## src/rtl/mem_arb_pkg.sv

```systemverilog
// Shared types for the two-client memory arbiter: client ids and arbiter states.
package mem_arb_pkg;

    typedef logic client_id_t;

    localparam client_id_t ICACHE_ID = 1'b0;
    localparam client_id_t DCACHE_ID = 1'b1;

    typedef enum logic {
        IDLE   = 1'b0,
        LOCKED = 1'b1
    } arb_state_t;

endpackage

```

## src/rtl/mem_arb_order_fifo.sv

```systemverilog
// Order FIFO recording which client owns each in-flight memory request.
module mem_arb_order_fifo #(
    parameter int DEPTH = 4,
    parameter int WIDTH = 1
) (
    input  logic                     clock,
    input  logic                     reset,
    input  logic                     push_in,
    input  logic [WIDTH-1:0]         push_data_in,
    input  logic                     pop_in,
    output logic [WIDTH-1:0]         head_out,
    output logic                     full_out,
    output logic                     empty_out,
    output logic [$clog2(DEPTH):0]   count_out
);

    localparam int PW = $clog2(DEPTH);
    localparam logic [PW:0]   FULL_CNT = (PW+1)'(DEPTH);
    localparam logic [PW:0]   CNT_ONE  = (PW+1)'(1);
    localparam logic [PW-1:0] PTR_ONE  = PW'(1);

    logic [WIDTH-1:0] r_mem [DEPTH];
    logic [PW-1:0]    r_wr_ptr;
    logic [PW-1:0]    r_rd_ptr;
    logic [PW:0]      r_count;
    logic             w_push;
    logic             w_pop;

    assign full_out  = (r_count == FULL_CNT);
    assign empty_out = (r_count == '0);
    assign count_out = r_count;
    assign head_out  = r_mem[r_rd_ptr];
    assign w_push    = push_in & ~full_out;
    assign w_pop     = pop_in & ~empty_out;

    always_ff @(posedge clock) begin
        if (w_push) begin
            r_mem[r_wr_ptr] <= push_data_in;
        end
    end

    // Depth is a power of two, so the pointers wrap by natural overflow.
    always_ff @(posedge clock) begin
        if (reset) begin
            r_wr_ptr <= '0;
            r_rd_ptr <= '0;
            r_count  <= '0;
        end else begin
            if (w_push) begin
                r_wr_ptr <= r_wr_ptr + PTR_ONE;
            end
            if (w_pop) begin
                r_rd_ptr <= r_rd_ptr + PTR_ONE;
            end
            case ({w_push, w_pop})
                2'b10:   r_count <= r_count + CNT_ONE;
                2'b01:   r_count <= r_count - CNT_ONE;
                default: r_count <= r_count;
            endcase
        end
    end

endmodule

```

## src/rtl/mem_arbiter.sv

```systemverilog
// Two-client (icache/dcache) memory arbiter with in-order response routing.
// Define MEM_ARB_RR_EN for round-robin arbitration; otherwise dcache has fixed priority.
module mem_arbiter
    import mem_arb_pkg::*;
#(
    parameter int BUS_WIDTH       = 64,
    parameter int ADDR_WIDTH      = 32,
    parameter int MAX_OUTSTANDING = 4
) (
    input  logic                               clock,
    input  logic                               reset,
    input  logic [1:0]                         req_valid_in,
    input  logic [2*ADDR_WIDTH-1:0]            req_addr_in,
    input  logic [2*BUS_WIDTH-1:0]             req_data_in,
    input  logic [1:0]                         req_we_in,
    output logic [1:0]                         req_ready_out,
    output logic [1:0]                         resp_valid_out,
    output logic [BUS_WIDTH-1:0]               resp_data_out,
    input  logic [1:0]                         resp_ready_in,
    output logic                               mem_req_valid_out,
    output logic [ADDR_WIDTH-1:0]              mem_req_addr_out,
    output logic [BUS_WIDTH-1:0]               mem_req_data_out,
    output logic                               mem_req_we_out,
    input  logic                               mem_req_ready_in,
    input  logic                               mem_resp_valid_in,
    input  logic [BUS_WIDTH-1:0]               mem_resp_data_in,
    output logic                               mem_resp_ready_out,
    output logic [$clog2(MAX_OUTSTANDING):0]   outstanding_out,
    output logic                               err_out
);

    arb_state_t            r_state;
    client_id_t            r_winner;
    logic [ADDR_WIDTH-1:0] r_addr;
    logic [BUS_WIDTH-1:0]  r_data;
    logic                  r_we;
    logic                  r_err;
`ifdef MEM_ARB_RR_EN
    client_id_t            r_rr_ptr;
`endif

    logic [ADDR_WIDTH-1:0] w_cli_addr [2];
    logic [BUS_WIDTH-1:0]  w_cli_data [2];
    client_id_t            w_pick;
    client_id_t            w_winner;
    client_id_t            w_head;
    logic                  w_locked;
    logic                  w_grant;
    logic                  w_accept;
    logic                  w_full;
    logic                  w_empty;
    logic                  w_pop;
    logic                  w_drop;
    logic                  w_abandon;

    assign w_cli_addr[0] = req_addr_in[ADDR_WIDTH-1:0];
    assign w_cli_addr[1] = req_addr_in[2*ADDR_WIDTH-1:ADDR_WIDTH];
    assign w_cli_data[0] = req_data_in[BUS_WIDTH-1:0];
    assign w_cli_data[1] = req_data_in[2*BUS_WIDTH-1:BUS_WIDTH];

    always_comb begin
        w_pick = ICACHE_ID;
`ifdef MEM_ARB_RR_EN
        if (req_valid_in == 2'b11) begin
            w_pick = r_rr_ptr;
        end else if (req_valid_in[DCACHE_ID]) begin
            w_pick = DCACHE_ID;
        end
`else
        if (req_valid_in[DCACHE_ID]) begin
            w_pick = DCACHE_ID;
        end
`endif
    end

    // A full FIFO blocks new grants regardless of a same-cycle pop.
    assign w_locked  = (r_state == LOCKED);
    assign w_grant   = ~reset & (w_locked | ((|req_valid_in) & ~w_full));
    assign w_winner  = w_locked ? r_winner : w_pick;
    assign w_accept  = w_grant & mem_req_ready_in;
    assign w_abandon = w_locked & ~req_valid_in[r_winner];

    assign mem_req_valid_out = w_grant;
    assign mem_req_addr_out  = w_locked ? r_addr : w_cli_addr[w_winner];
    assign mem_req_data_out  = w_locked ? r_data : w_cli_data[w_winner];
    assign mem_req_we_out    = w_locked ? r_we   : req_we_in[w_winner];

    always_comb begin
        req_ready_out = 2'b00;
        if (w_accept) begin
            req_ready_out[w_winner] = 1'b1;
        end
    end

    // With nothing outstanding, a stray response is consumed and discarded.
    always_comb begin
        resp_valid_out     = 2'b00;
        mem_resp_ready_out = 1'b0;
        if (!w_empty) begin
            resp_valid_out[w_head] = mem_resp_valid_in;
            mem_resp_ready_out     = resp_ready_in[w_head];
        end else begin
            mem_resp_ready_out = mem_resp_valid_in;
        end
    end

    assign resp_data_out = mem_resp_data_in;
    assign w_pop         = mem_resp_valid_in & mem_resp_ready_out & ~w_empty;
    assign w_drop        = mem_resp_valid_in & w_empty;
    assign err_out       = r_err;

    always_ff @(posedge clock) begin
        if (reset) begin
            r_state  <= IDLE;
            r_winner <= ICACHE_ID;
            r_err    <= 1'b0;
`ifdef MEM_ARB_RR_EN
            r_rr_ptr <= DCACHE_ID;
`endif
        end else begin
            case (r_state)
                IDLE: begin
                    if (w_grant && !mem_req_ready_in) begin
                        r_state  <= LOCKED;
                        r_winner <= w_pick;
                    end
                end
                LOCKED: begin
                    if (mem_req_ready_in) begin
                        r_state <= IDLE;
                    end
                end
                default: r_state <= IDLE;
            endcase
            if (w_drop || w_abandon) begin
                r_err <= 1'b1;
            end
`ifdef MEM_ARB_RR_EN
            if (w_accept) begin
                r_rr_ptr <= ~w_winner;
            end
`endif
        end
    end

    // Captured on entry to LOCKED so the memory sees a stable request.
    always_ff @(posedge clock) begin
        if (!w_locked) begin
            r_addr <= w_cli_addr[w_pick];
            r_data <= w_cli_data[w_pick];
            r_we   <= req_we_in[w_pick];
        end
    end

    mem_arb_order_fifo #(
        .DEPTH (MAX_OUTSTANDING),
        .WIDTH (1)
    ) u_order_fifo (
        .clock        (clock),
        .reset        (reset),
        .push_in      (w_accept),
        .push_data_in (w_winner),
        .pop_in       (w_pop),
        .head_out     (w_head),
        .full_out     (w_full),
        .empty_out    (w_empty),
        .count_out    (outstanding_out)
    );

endmodule

```

## config.mk

```make
export PLATFORM = sky130hd
export DESIGN_NAME = mem_arbiter
export DESIGN_NICKNAME = d
export VERILOG_FILES = /design/src/rtl/mem_arb_pkg.sv /design/src/rtl/mem_arb_order_fifo.sv /design/src/rtl/mem_arbiter.sv
export SDC_FILE = /design/constraint.sdc
export NUM_CORES = 1
export LEC_CHECK = 0
export ABC_AREA = 0
export CELL_PAD_IN_SITES_DETAIL_PLACEMENT = 0
export CELL_PAD_IN_SITES_GLOBAL_PLACEMENT = 1
export CORE_AREA = 4 4 167 169
export DETAILED_ROUTE_END_ITERATION = 6
export DIE_AREA = 0 0 171 173
export DONT_BUFFER_PORTS = 1
export GPL_TIMING_DRIVEN = 0
export PLACE_DENSITY_LB_ADDON = 0.08
export SYNTH_ARGS = -nofsm -noshare
export SYNTH_HDL_FRONTEND = slang
export SYNTH_SLANG_ARGS = --single-unit
```

## constraint.sdc

```tcl
create_clock -name clock -period 4.71 [get_ports clock]
set_input_delay 1.1775 -clock clock [delete_from_list [all_inputs] [get_ports clock]]
set_output_delay 1.1775 -clock clock [all_outputs]
set_load 0.02 [all_outputs]
```

; After elaboration in Yosys (flattened, before gate mapping)
; Memory sizes are Yosys's and may differ from the RTL's. A register that Yosys moved wholly into a read port is not among the register bits.
; Cells that the tools add are included.
[totals]
register_bits = 107
mem_bits_rw = 4
out_inout_bits = 171
wordCells = 92
n_memories = 1
[op_classes]
n_addsub = 4
magnitude_cmp = 8
eq_ne = 3
muxes = 40
bitwise = 18
reduce_logical = 9
[memory_table]
columns = name, words, word_bits, read_ports, rd_clocked_by_memory_dff, write_ports, line_no
row1 = u_order_fifo.r_mem, 4, 1, 1, 1, 1, mem_arb_order_fifo.sv:22  ; logic [WIDTH-1:0] r_mem [DEPTH];
[ops]
columns = op, n
row1 = $mux 64, 7
row2 = $mux 32, 7
row3 = $mux 1, 18
row4 = $and 1x1->1, 9
row5 = $lt 1x2->1 const B, 4
row6 = $mux 2, 4
row7 = $pmux 3 s2, 1
row8 = $not 1->1, 5
row9 = $add 2x1->2 const B, 2
row10 = $ge 2x2->1 const B, 2
row11 = $not 1->2, 2
row12 = $add 3x1->3 const B, 1
row13 = $eq 3x3->1 const B, 1
row14 = $logic_and 1x1->1, 3
row15 = $logic_not 3->1, 1
row16 = $sub 3x1->3 const B, 1
row17 = $and 2x2->2, 1
row18 = $demux 1 s1, 2
row19 = $eq 2x1->1 const B, 1
row20 = $eq 2x2->1 const B, 1
row21 = $ge 1x1->1 const B, 2
row22 = $pmux 1 s2, 1
row23 = $reduce_and 2->1, 1
row24 = $reduce_bool 2->1, 1
row25 = 4 further kinds, 4

; Depth between registers and ports, before layout
; Gate-level depths: netlist (run 1).
[depth]
ltp_word = 9
ltp_mapped = 10

; By module
; From an unflattened synthesis (run 1), not the netlist that was laid out.
[hier_totals]
hier_cells = 466
area_unflattened_um2 = 7009.2
[modules_own_cells]
columns = mod, instances, cells_per_inst, area_each_um2, seq_area_each_um2
row1 = mem_arbiter, 1, 407, 6391.1, 2972.9
row2 = mem_arb_order_fifo, 1, 59, 618.1, 300.3

; Worst setup path after synthesis (run 1)
; OpenSTA, ideal clock, no wires.
[synth_timing]
kind = reg2out
start = reg r_state
end = out mem_req_data_out[54]
arrival_time_ns = 2.450
required_time_ns = 3.533
path_slack_ns = 1.082
stages_incl_launch_ff = 5
n_path_buf = 2
cell_sequence = dfxtp_1 inv_2 buf_2 buf_2 mux2_2
[synth_via]
elab_chain_len = 6
[synth_rtl]
columns = element, line_no
row1 = start: declaration, mem_arbiter.sv:32  ; arb_state_t r_state;
row2 = start signal: assignment, mem_arbiter.sv:114  ; r_state <= IDLE;
row3 = start signal: assignment, mem_arbiter.sv:124  ; r_state <= LOCKED;
row4 = start signal: assignment, mem_arbiter.sv:130  ; r_state <= IDLE;
row5 = $mux 1, mem_arbiter.sv:79  ; assign w_winner = w_locked ? r_winner : w_pick;
row6 = $not 1->2 (implied by the code), mem_arbiter.sv:85  ; assign mem_req_data_out = w_locked ? r_data : w_cli_data[w_winner];
row7 = $mux 64 (implied by the code) (3 in a row), mem_arbiter.sv:85
row8 = $mux 64 (*), mem_arbiter.sv:85
row9 = end: declaration, mem_arbiter.sv:22  ; output logic [BUS_WIDTH-1:0] mem_req_data_out,
; Mark *: on every way between the ends. The rest lies on a longest branch, timed or not. The select of a mux whose other input is x is not followed.

; Worst setup path after layout (run 1)
[layout_timing]
start = in req_valid_in[1]
end = out mem_req_data_out[32]
[layout_via]
elab_chain_len = 7
[layout_rtl]
columns = element, line_no
row1 = start: declaration, mem_arbiter.sv:12  ; input logic [1:0] req_valid_in,
row2 = $mux 1, mem_arbiter.sv:70  ; if (req_valid_in[DCACHE_ID]) begin
row3 = $mux 1, mem_arbiter.sv:79
row4 = $not 1->2 (implied by the code), mem_arbiter.sv:85
row5 = $mux 64 (implied by the code) (3 in a row), mem_arbiter.sv:85
row6 = $mux 64, mem_arbiter.sv:85
; Every way passes these cells. The select of a mux whose other input is x is not followed.

==> metrics.log, run 1 <==
[metrics] CP startpoint: req_valid_in[1]
[metrics] cts bufs inserted: 17
[metrics] H-tree levels: 4
[metrics] DRC violations left: 0
[metrics] detailed-router iteration count before antenna repair: 5
[metrics] wire length of the first global-routing pass: 25600 um
[metrics] status: finished, final reports clean
[metrics] Clock Skew: 0.00941 ns
[metrics] share of post-route cells with drive strength above 1: 41.3%
[metrics] average cell area after synthesis: 14.2 um^2
[metrics] warnings from Yosys: 0
[metrics] hold buffers post-CTS: 0
[metrics] reg-to-reg setup timing slack: 1.93 ns
[metrics] Port Buffer Count: 0
[metrics] Max Fanout on Critical Path: 10
[metrics] Global Route Usage Sum: 11.7%
[metrics] hold endpoint: r_winner
[metrics] startpoint of the most critical register-to-register path: u_order_fifo.count_out[2]
[metrics] starting density of the core: 24.5%
[metrics] top cell family by delay on the critical path: buffers and inverters
[metrics] Setup crit start kind: input port
[metrics] total clock sinks: 113
[metrics] cell area after layout: 7540 um^2
[metrics] remaining antenna violation count after routing: 0
[metrics] area of the core: 26600 um^2
[metrics] share of flip-flops with an asynchronous set or reset: 0%
[metrics] proportion of synthesized chip area in sequential cells: 50.3%
[metrics] overall via count from detail_route: 3719
[metrics] Final setup viols: 0
[metrics] total negative slack for setup checks: 0 ns
[metrics] class of the tightest hold or removal check: flop to flop
[metrics] signal arrival time at the worst endpoint: 2.99 ns
[metrics] type of the worst setup path: input port to primary output
[metrics] Cell Chain, Critical Path: clkbuf_1, buf_2, mux2_1, mux2_2
[metrics] number of standard-cell rows in the floorplan: 60
[metrics] Reg-to-Reg End: u_order_fifo.count_out[2]
[metrics] startpoint of the most critical hold path: r_winner
[metrics] endpoint kind of the worst setup timing path: primary output
[metrics] ratio of final minimum period to clock period: 88.6%
[metrics] number of cells on the worst hold path: 2
[metrics] Boundary Pins: 437
[metrics] final critical-path required period: 4.17 ns
[metrics] global route total overflow: 0
[metrics] maximum single-stage delay on the critical path: 0.58 ns
[metrics] max-slew violation count: 0
[metrics] clk buf depth: 2
[metrics] dominant register cell in the synthesized netlist: sky130_fd_sc_hd__edfxtp_1
[metrics] clock input transition at the sequential cells of the worst setup and hold paths: 0.05 ns
[metrics] maximum vdd drop: 173 uV
[metrics] HPWL reported at the end of detailed placement: 14500 um
[metrics] number of antenna violations at the first check in global routing: 0
[metrics] transition time at the pin with the least slew margin: 0.825 ns
[metrics] post-placement cell area: 6970 um^2
[metrics] total of flip-flops plus latches after synthesis: 113
[metrics] leakage power total: 2.74 nW
[metrics] count of final hold-check violations: 0
[metrics] cell count after synthesis: 459
[metrics] vias in the first global route: 4084
[metrics] fmax: 240 MHz
[metrics] die area: 29600 um^2
[metrics] max-cap violation count: 0
[metrics] routability congestion estimate from global placement: 0.705
[metrics] via count normalized by instance count: 4.46
[metrics] TritonCTS clock tree: built
[metrics] Clock Latency Late Sink: 0.41 ns
[metrics] power per cell area: 407 nW/um^2
[metrics] total length of routed wires: 18500 um
[metrics] synthesized netlist net count: 731
[metrics] violation count after the first detailed-routing iteration: 77
[metrics] data required time of the critical path: 3.53 ns
[metrics] post-layout net count: 751
[metrics] Die Width: 171 um
[metrics] number of synthesized flops with an enable pin: 101
[metrics] mapped cell area: 6510 um^2
[metrics] critical path buffer and inverter count: 2
[metrics] master of the slowest instance on the critical path: sky130_fd_sc_hd__clkbuf_1
[metrics] Layout Area Growth over Synthesis: 15.9%
[metrics] post-detailed-route wirelength per cell: 22.2 um
[metrics] number of resized instances in the post-cts repair step: 0
[metrics] number of setup buffers added after CTS: 0
[metrics] pin count of the biggest net entering global routing: 66
[metrics] setup repair after global routing missed its margin: false
[metrics] Worst slew margin: 45.0%
[metrics] depth of the most critical reg-to-reg path: 10
[metrics] Unique masters post-synth: 36
[metrics] clock tree root buffer cell: sky130_fd_sc_hd__clkbuf_16
[metrics] vertical die dimension: 173 um
==> per-layer routing <==
| metal | up-vias | track usage, % | wire length (um) | share of wire, % |
|---|---|---|---|---|
| li1 | 1679 | - | - | - |
| met5 | - | 0 | 0 | 0 |
| met4 | 0 | 3.07 | 153 | 0.83 |
| met2 | 254 | 22.2 | 10200 | 55 |
| met3 | 10 | 4.14 | 1640 | 8.8 |
| met1 | 1776 | 11.9 | 6570 | 35 |
==> power breakdown <==
part	internal [W]	switching [W]	leakage [nW]
clock	0.000818	0.000468	0.268
sequential	0.00120	0.0000368	1.13
combinational	0.000196	0.000352	1.34
total	0.00221	0.000857	2.74
==> tightest hold or removal path: cells and delay by family, from the launching register on <==
family	cells	cell delay, ns
simple gates	1	0.05
flops	1	0.33
mux	1	0.13
==> cell type report <==
type	instances	area (um^2)
clock inverters	13	145
inverters	7	26.3
diodes	1	2.50
multi-input cells	253	2630
well taps	341	427
flip-flops and latches	113	3270
fillers	2704	19000
clock buffers	18	429
repair buffers	1	27.5
plain buffers	86	581
==> state kept, by name, indices dropped and copies added (netlist names), named ones only <==
register and cells:
u_order_fifo.r_wr_ptr 2, r_addr 32, u_order_fifo.r_mem 4, u_order_fifo.r_rd_ptr 2, err_out 1, r_state 1
u_order_fifo.count_out 3, r_we 1, r_winner 1, r_data 64
==> how the worst max path moves through the flow <==
stage,endpoint,slack (ns),cells past startpoint
2_1_floorplan,mem_req_data_out[54],1.08,4
3_3_place_gp,mem_req_data_out[61],0.11,4
3_5_place_dp,mem_req_data_out[26],0.37,4
4_1_cts,mem_req_data_out[26],0.37,4
5_1_grt,mem_req_data_out[30],0.34,4
6_report,mem_req_data_out[32],0.54,4
==> kinds of logic after synthesis <==
group,share of synthesized area [%]
fa+ha+maj,1.27
mux,34.9
buf+inv,9.28
xor+xnor,0.538
compound gates,1.11
simple gates,2.61
flops,50.3
==> synthesized netlist by cell type (2+ instances only) <==
library cell	number	area (um^2)
sky130_fd_sc_hd__nor4b_1	2	17.5
sky130_fd_sc_hd__edfxtp_1	101	3030
sky130_fd_sc_hd__buf_1	2	7.51
sky130_fd_sc_hd__clkbuf_1	8	30.0
sky130_fd_sc_hd__mux2i_1	4	40.0
sky130_fd_sc_hd__xor2_1	2	17.5
sky130_fd_sc_hd__nor2b_1	2	12.5
sky130_fd_sc_hd__and2_1	3	18.8
sky130_fd_sc_hd__or3b_1	2	17.5
sky130_fd_sc_hd__xnor2_1	2	17.5
sky130_fd_sc_hd__buf_4	64	480
sky130_fd_sc_hd__nand2b_1	2	12.5
sky130_fd_sc_hd__buf_2	12	60.1
sky130_fd_sc_hd__dfxtp_1	12	240
sky130_fd_sc_hd__a21oi_1	4	20.0
sky130_fd_sc_hd__mux2_2	97	1090
sky130_fd_sc_hd__nor3_1	2	10.0
sky130_fd_sc_hd__mux2_1	98	1100
sky130_fd_sc_hd__nor2_1	13	48.8
sky130_fd_sc_hd__inv_1	6	22.5
sky130_fd_sc_hd__ha_1	5	62.6
sky130_fd_sc_hd__o311ai_0	2	17.5
==> cell usage in the layout, fill, tap and decap left out, drive strengths merged, types with 2 or more instances in the layout <==
master and instances:
ha 5, mux2 195, o21ai 2, buf 79
edfxtp 101, and2 3, nand2b 2, clkinv 6
xnor2 2, mux2i 5, nor2 13, nor3 2
or3b 2, o311ai 2, inv 7, xor2 2
clkinvlp 4, nor4b 2, bufinv 3, clkbuf 26
dfxtp 12, nor2b 2, a21oi 4
==> stage by stage <==
stage | power [W] | utilization, % | setup slack, ns | hold WS (ns) | cells
2_1_floorplan | 0.00170 | - | 1.08 | 0.500 | 459
3_3_place_gp | 0.00182 | 26.1 | 0.114 | 0.522 | 800
3_5_place_dp | 0.00182 | 26.2 | 0.375 | 0.542 | 801
4_1_cts | 0.00313 | 28.4 | 0.372 | 0.554 | 832
5_1_grt | 0.00321 | 28.4 | 0.337 | 0.588 | 832
6_report | 0.00307 | 28.4 | 0.538 | 0.551 | 833
Note: power is estimated with default switching activity, not from simulation.
==> run 2, diff against run 1 <==
--- a/config.mk
+++ b/config.mk
@@ -12,8 +12,10 @@
 export DETAILED_ROUTE_END_ITERATION = 6
 export DIE_AREA = 0 0 171 173
 export DONT_BUFFER_PORTS = 1
+export GPL_ROUTABILITY_DRIVEN = 1
 export GPL_TIMING_DRIVEN = 0
 export PLACE_DENSITY_LB_ADDON = 0.08
+export SLEW_MARGIN = 20
 export SYNTH_ARGS = -nofsm -noshare
 export SYNTH_HDL_FRONTEND = slang
 export SYNTH_SLANG_ARGS = --single-unit
==> run 2 against run 1 <==
Effect of this change:
- die area unchanged
- hold slack lost 0.0044 ns
- count of clock-buffer cells in the layout up 3
- combinational power is essentially flat
- non-clock buffer count stayed put
- via count down 0.35%
- worst setup slack lost 0.041 ns
- clock power barely moved
- sequential share of layout area about the same
- critical path type unchanged
- largest power group unchanged
==> metrics.log, run 2 (synthesized netlist as in run 1, its figures left out) <==
[metrics] die area: 29600 um^2 (unchanged)
[metrics] Clock Latency Late Sink: 0.41 ns (about the same)
[metrics] total length of routed wires: 18700 um (+0.76%)
[metrics] number of placed instances with taps included: 801 (unchanged)
[metrics] power per cell area: 404 nW/um^2 (-0.81%)
[metrics] number of resized instances in the post-cts repair step: 0 (unchanged)
[metrics] Worst slew margin: 45.8% (+0.86 points)
[metrics] leakage power total: 2.75 nW (+0.15%)
[metrics] hold buffers post-CTS: 0 (unchanged)
[metrics] final cell count without fillers: 834 (+0.12%)
[metrics] startpoint of the most critical register-to-register path: u_order_fifo.count_out[2]
[metrics] final critical-path required period: 4.21 ns (+0.0410 ns)
[metrics] post-layout net count: 751 (unchanged)
[metrics] TritonCTS clock tree: built
[metrics] Max Fanout on Critical Path: 10 (unchanged)
[metrics] Largest regs: r_data: 64 flops, r_addr: 32 flops, u_order_fifo.r_mem: 4 flops
[metrics] endpoint kind of the worst setup timing path: primary output
[metrics] Clock Skew: 0.0101 ns (+0.000703 ns)
[metrics] cell area after layout: 7540 um^2 (about the same)
[metrics] number of antenna violations at the first check in global routing: 0 (unchanged)
[metrics] total negative slack for setup checks: 0 ns (unchanged)
[metrics] status: finished, final reports clean
[metrics] post-placement cell area: 6970 um^2 (about the same)
[metrics] remaining antenna violation count after routing: 0 (unchanged)
[metrics] commonest cells after routing, fill and taps aside: sky130_fd_sc_hd__edfxtp_1 (101), sky130_fd_sc_hd__mux2_1 (98), sky130_fd_sc_hd__mux2_2 (97)
[metrics] Setup crit start kind: input port
[metrics] startpoint of the most critical hold path: r_winner
[metrics] DRC violations left: 0 (unchanged)
[metrics] via count normalized by instance count: 4.44 (-0.47%)
[metrics] depth of the most critical reg-to-reg path: 10 (unchanged)
[metrics] vias in the first global route: 4163 (+1.9%)
[metrics] clock tree root buffer cell: sky130_fd_sc_hd__clkbuf_16
[metrics] CP startpoint: req_valid_in[1]
[metrics] number of cells on the worst hold path: 2 (unchanged)
[metrics] Die Width: 171 um (unchanged)
[metrics] data required time of the critical path: 3.53 ns (about the same)
[metrics] signal arrival time at the worst endpoint: 3.04 ns (+0.05 ns)
[metrics] type of the worst setup path: input port to primary output
[metrics] largest register by flop count: r_data
[metrics] Boundary Pins: 437 (unchanged)
[metrics] detailed-router iteration count before antenna repair: 4 (-1)
[metrics] Global Route Usage Sum: 11.9% (+0.21 points)
[metrics] Layout Area Growth over Synthesis: 15.8% (about the same)
[metrics] number of standard-cell rows in the floorplan: 60 (unchanged)
[metrics] max-cap violation count: 0 (unchanged)
[metrics] count of final hold-check violations: 0 (unchanged)
[metrics] setup repair after global routing missed its margin: false
[metrics] power after layout: 0.00304 W (-0.88%)
[metrics] overall via count from detail_route: 3706 (-0.35%)
[metrics] number of setup buffers added after CTS: 0 (unchanged)
[metrics] ratio of final minimum period to clock period: 89.5% (+0.87 points)
[metrics] clock input transition at the sequential cells of the worst setup and hold paths: 0.05 ns (about the same)
[metrics] clk buf depth: 2 (unchanged)
[metrics] wire length of the first global-routing pass: 26000 um (+1.6%)
[metrics] global route total overflow: 0 (unchanged)
[metrics] starting density of the core: 24.5% (unchanged)
[metrics] pin count of the biggest net entering global routing: 66 (unchanged)
[metrics] total clock sinks: 113 (unchanged)
[metrics] fmax: 237 MHz (-0.97%)
[metrics] area of the core: 26600 um^2 (unchanged)
[metrics] Port Buffer Count: 0 (unchanged)
[metrics] post-detailed-route wirelength per cell: 22.4 um (+0.64%)
[metrics] maximum vdd drop: 168 uV (-2.8%)
[metrics] share of post-route cells with drive strength above 1: 41.7% (+0.32 points)
[metrics] class of the tightest hold or removal check: flop to flop
[metrics] max reg flops: 64 (unchanged)
[metrics] Final setup viols: 0 (unchanged)
[metrics] max-slew violation count: 0 (unchanged)
[metrics] HPWL reported at the end of detailed placement: 14600 um (+0.94%)
[metrics] routability congestion estimate from global placement: 0.705 (unchanged)
[metrics] final cell utilization of the core: 28.4% (about the same)
[metrics] violation count after the first detailed-routing iteration: 89 (+16%)
[metrics] H-tree levels: 4 (unchanged)
[metrics] transition time at the pin with the least slew margin: 0.812 ns (-0.0129 ns)
[metrics] most common cell after layout, fill and taps aside: sky130_fd_sc_hd__edfxtp_1
[metrics] vertical die dimension: 173 um (unchanged)
[metrics] cts bufs inserted: 17 (unchanged)
[run 2: metal layers]
layer | vias to the layer above | global-route usage [%] | share of wire [%]
li1 | 1680 | - | -
met1 | 1766 | 12.1 | 36
met2 | 251 | 22.4 | 54
met3 | 9 | 4.64 | 8.6
met4 | 0 | 2.97 | 0.84
met5 | - | 0 | 0
[run 2: cell type report]
class | instances | area (um^2)
Fill cell | 2724 | 19000
Sequential cell | 113 | 3270
Multi-Input combinational cell | 253 | 2630
Buffer | 86 | 584
Clock buffer | 21 | 450
Tap cell | 341 | 427
Clock inverter | 11 | 115
Timing Repair Buffer | 1 | 27.5
Inverter | 7 | 26.3
Antenna cell | 1 | 2.50
[run 2: worst paths after layout]
| kind | to | slack, ns |
|---|---|---|
| worst min-delay path | r_winner | 0.55 |
| worst max register to register | u_order_fifo.count_out[2] | 1.93 |
| worst max-delay path | mem_req_data_out[30] | 0.50 |
| worst min register to register | r_winner | 0.55 |
[run 2: critical path, cell delays in order]
cell                       delay [ns]
sky130_fd_sc_hd__clkbuf_1        0.59
sky130_fd_sc_hd__buf_2           0.49
sky130_fd_sc_hd__mux2_1          0.41
sky130_fd_sc_hd__mux2_2          0.35
[run 2: stage by stage]
stage	worst slack, ns	hold WS (ns)
after detailed placement	0.356	0.552
after global routing	0.331	0.604
after CTS	0.350	0.561
after floorplan	1.08	0.500
final	0.497	0.546
after global placement	0.114	0.522
[run 2: power by group]
part           switching (W)  internal [W]  leakage [nW]
Combinational       0.000353      0.000197          1.34
Clock               0.000472      0.000787         0.270
Sequential         0.0000366       0.00120          1.13
Total               0.000861       0.00218          2.75
==> run 3, diff against run 2 <==
--- a/config.mk
+++ b/config.mk
@@ -8,7 +8,7 @@
 export ABC_AREA = 0
 export CELL_PAD_IN_SITES_DETAIL_PLACEMENT = 0
 export CELL_PAD_IN_SITES_GLOBAL_PLACEMENT = 1
-export CORE_AREA = 4 4 167 169
+export CORE_AREA = 2 2 169 171
 export DETAILED_ROUTE_END_ITERATION = 6
 export DIE_AREA = 0 0 171 173
 export DONT_BUFFER_PORTS = 1
==> run 3 against run 2 <==
Effect of this change:
- clock power is 7% higher
- final area rose by 1.0%
- critical path type unchanged
- clock skew fell by 0.0040 ns
- count of clock-buffer cells in the layout fell by 3
- non-clock buffer count is the same
- worst setup slack worse by 0.18 ns
- fmax decreased by 4.2%
- via count grew 2.2%
- die area unchanged
- power grew 2.9%
- sequential power barely moved
==> metrics.log, run 3 (synthesized netlist as in run 1, its figures left out) <==
[metrics] Final setup viols: 0 (unchanged)
[metrics] via count normalized by instance count: 4.35 (-2.0%)
[metrics] most common cell after layout, fill and taps aside: sky130_fd_sc_hd__edfxtp_1
[metrics] power per cell area: 411 nW/um^2 (+1.9%)
[metrics] class of the tightest hold or removal check: flop to flop
[metrics] max reg flops: 64 (unchanged)
[metrics] number of setup buffers added after CTS: 0 (unchanged)
[metrics] total length of routed wires: 17900 um (-4.1%)
[metrics] Clock Latency Late Sink: 0.41 ns (about the same)
[metrics] clk buf depth: 2 (unchanged)
[metrics] max-cap violation count: 0 (unchanged)
[metrics] Port Buffer Count: 0 (unchanged)
[metrics] Layout Area Growth over Synthesis: 17.0%
[metrics] post-detailed-route wirelength per cell: 20.6 um (-8.1%)
[metrics] Max Fanout on Critical Path: 10 (unchanged)
[metrics] leakage power total: 2.77 nW (+0.87%)
[metrics] commonest cells after routing, fill and taps aside: sky130_fd_sc_hd__edfxtp_1 (101), sky130_fd_sc_hd__mux2_1 (98), sky130_fd_sc_hd__mux2_2 (97)
[metrics] total negative slack for setup checks: 0 ns (unchanged)
[metrics] relative contribution of sequential cells to total power: 39.4% (-1.2 points)
[metrics] area of the core: 27600 um^2 (+4.0%)
[metrics] TritonCTS clock tree: built
[metrics] Net Switching: 0.000863 W (+0.24%)
[metrics] final cell utilization of the core: 27.6% (-0.80 points)
[metrics] reg-to-reg setup timing slack: 1.87 ns (-0.06 ns)
[metrics] endpoint kind of the worst setup timing path: primary output
[metrics] total clock sinks: 113 (unchanged)
[metrics] wire length of the first global-routing pass: 25300 um (-2.6%)
[metrics] starting density of the core: 23.6% (-0.93 points)
[metrics] Worst slew margin: 44.1% (-1.8 points)
[metrics] die area: 29600 um^2 (unchanged)
[metrics] number of standard-cell rows in the floorplan: 61 (+1.7%)
[metrics] cts bufs inserted: 17 (unchanged)
[metrics] master of the slowest instance on the critical path: sky130_fd_sc_hd__buf_1
[metrics] number of resized instances in the post-cts repair step: 0 (unchanged)
[metrics] routability congestion estimate from global placement: 0.685 (-2.9%)
[metrics] final critical-path required period: 4.40 ns (+0.183 ns)
[metrics] Die Width: 171 um (unchanged)
[metrics] hold buffers post-CTS: 0 (unchanged)
[metrics] setup repair after global routing missed its margin: false
[metrics] signal arrival time at the worst endpoint: 3.22 ns (+0.18 ns)
[metrics] critical path buffer and inverter count: 2 (unchanged)
[metrics] count of final hold-check violations: 0 (unchanged)
[metrics] fmax: 227 MHz (-4.2%)
[metrics] fraction of power spent switching nets: 27.6% (-0.74 points)
[metrics] clock share of power: 43.1% (+1.7 points)
[metrics] share of post-route cells with drive strength above 1: 41.8% (+0.085 points)
[metrics] depth of the most critical reg-to-reg path: 10 (unchanged)
[metrics] vertical die dimension: 173 um (unchanged)
[metrics] end point of the critical path: req_ready_out[1]
[metrics] logic depth of the worst setup path including buffers: 4 (unchanged)
[metrics] HPWL reported at the end of detailed placement: 13800 um (-5.9%)
[metrics] Setup Slack @ Placement: 0.189 ns (-0.166 ns)
[metrics] type of the worst setup path: input port to primary output
[metrics] largest register by flop count: r_data
[metrics] max-slew violation count: 0 (unchanged)
[metrics] data required time of the critical path: 3.53 ns (about the same)
[metrics] number of antenna violations at the first check in global routing: 2 (+2)
[metrics] Largest regs: r_data: 64 flops, r_addr: 32 flops, u_order_fifo.r_mem: 4 flops
[metrics] violation count after the first detailed-routing iteration: 102 (+15%)
[metrics] Setup crit start kind: input port
[metrics] ratio of final minimum period to clock period: 93.3% (+3.9 points)
[metrics] cell-internal power: 0.00227 W (+4.0%)
[metrics] detailed-router iteration count before antenna repair: 4 (unchanged)
[metrics] startpoint of the most critical register-to-register path: u_order_fifo.count_out[0]
[metrics] clock tree root buffer cell: sky130_fd_sc_hd__clkbuf_16
[metrics] status: finished, final reports clean
[metrics] top cell family by delay on the critical path: buffers and inverters
[metrics] clock input transition at the sequential cells of the worst setup and hold paths: 0.05 ns (about the same)
[metrics] DRC violations left: 0 (unchanged)
[metrics] maximum vdd drop: 133 uV (-21%)
[metrics] overall via count from detail_route: 3787 (+2.2%)
[metrics] vias in the first global route: 4056 (-2.6%)
[metrics] remaining antenna violation count after routing: 0 (unchanged)
[metrics] Clock Skew: 0.00612 ns (-0.00399 ns)
[metrics] Boundary Pins: 437 (unchanged)
[metrics] maximum single-stage delay on the critical path: 0.61 ns (+0.02 ns)
[metrics] transition time at the pin with the least slew margin: 0.839 ns (+0.0267 ns)
[metrics] CP startpoint: req_valid_in[1]
[metrics] post-layout net count: 751 (unchanged)
[metrics] H-tree levels: 4 (unchanged)
[metrics] portion of total power attributed to combinational logic: 17.5% (-0.6 points)
[metrics] global route total overflow: 0 (unchanged)
[metrics] pin count of the biggest net entering global routing: 71 (+7.6%)
[metrics] Setup WS post-layout: 0.314 ns (-0.183 ns)
[metrics] Cell Chain, Critical Path: clkbuf_1, buf_1, mux2_2, nor2b_1
[metrics] Reg-to-Reg End: u_order_fifo.count_out[2]
[metrics] Global Route Usage Sum: 11.7% (-0.22 points)
==> run 3: through the flow <==
stage	total power (W)	hold WS, ns	std cells	cell area (um^2)
final	0.00313	0.551	870	7620
after global routing	0.00327	0.595	870	7620
after CTS	0.00320	0.552	869	7610
after detailed placement	0.00182	0.539	838	7020
after global placement	0.00182	0.528	837	6980
after floorplan	0.00170	0.500	459	6510
==> run 3: worst min path at each step <==
stage                                   from                        to  slack [ns]  cells after the start
CTS                 u_order_fifo.r_rd_ptr[0]  u_order_fifo.r_rd_ptr[1]        0.55                      1
global placement    u_order_fifo.r_rd_ptr[0]  u_order_fifo.r_rd_ptr[1]        0.53                      1
finish              u_order_fifo.r_rd_ptr[0]  u_order_fifo.r_rd_ptr[1]        0.55                      1
global route        u_order_fifo.r_rd_ptr[0]  u_order_fifo.r_rd_ptr[1]        0.60                      1
floorplan                           r_winner                  r_winner        0.50                      2
detailed placement  u_order_fifo.r_rd_ptr[0]                      flop        0.54                      1
==> run 3: per-layer routing <==
metal	global-route usage, %	wire length (um)	part of all wire, %
met1	12.8	6890	38
met2	20.2	8880	50
met3	5.08	1880	11
met4	3.53	227	1.3
met5	0	13	0.073
==> run 3: power groups by stage <==
stage                     combinational [W]  sequential, W  clock, W
after global routing               0.000590        0.00125   0.00144
after detailed placement           0.000561        0.00125         0
after CTS                          0.000562        0.00124   0.00140
after global placement             0.000558        0.00126         0
final                              0.000547        0.00123   0.00135
after floorplan                    0.000460        0.00124         0
==> run 3: cell type report <==
type                    count  area, um^2
flip-flops and latches    113        3270
well taps                 378         473
clock inverters            13         169
plain buffers              86         584
inverters                   7        26.3
fillers                  2844       20000
clock buffers              18         429
repair buffers              1        27.5
diodes                      1        2.50
multi-input cells         253        2630
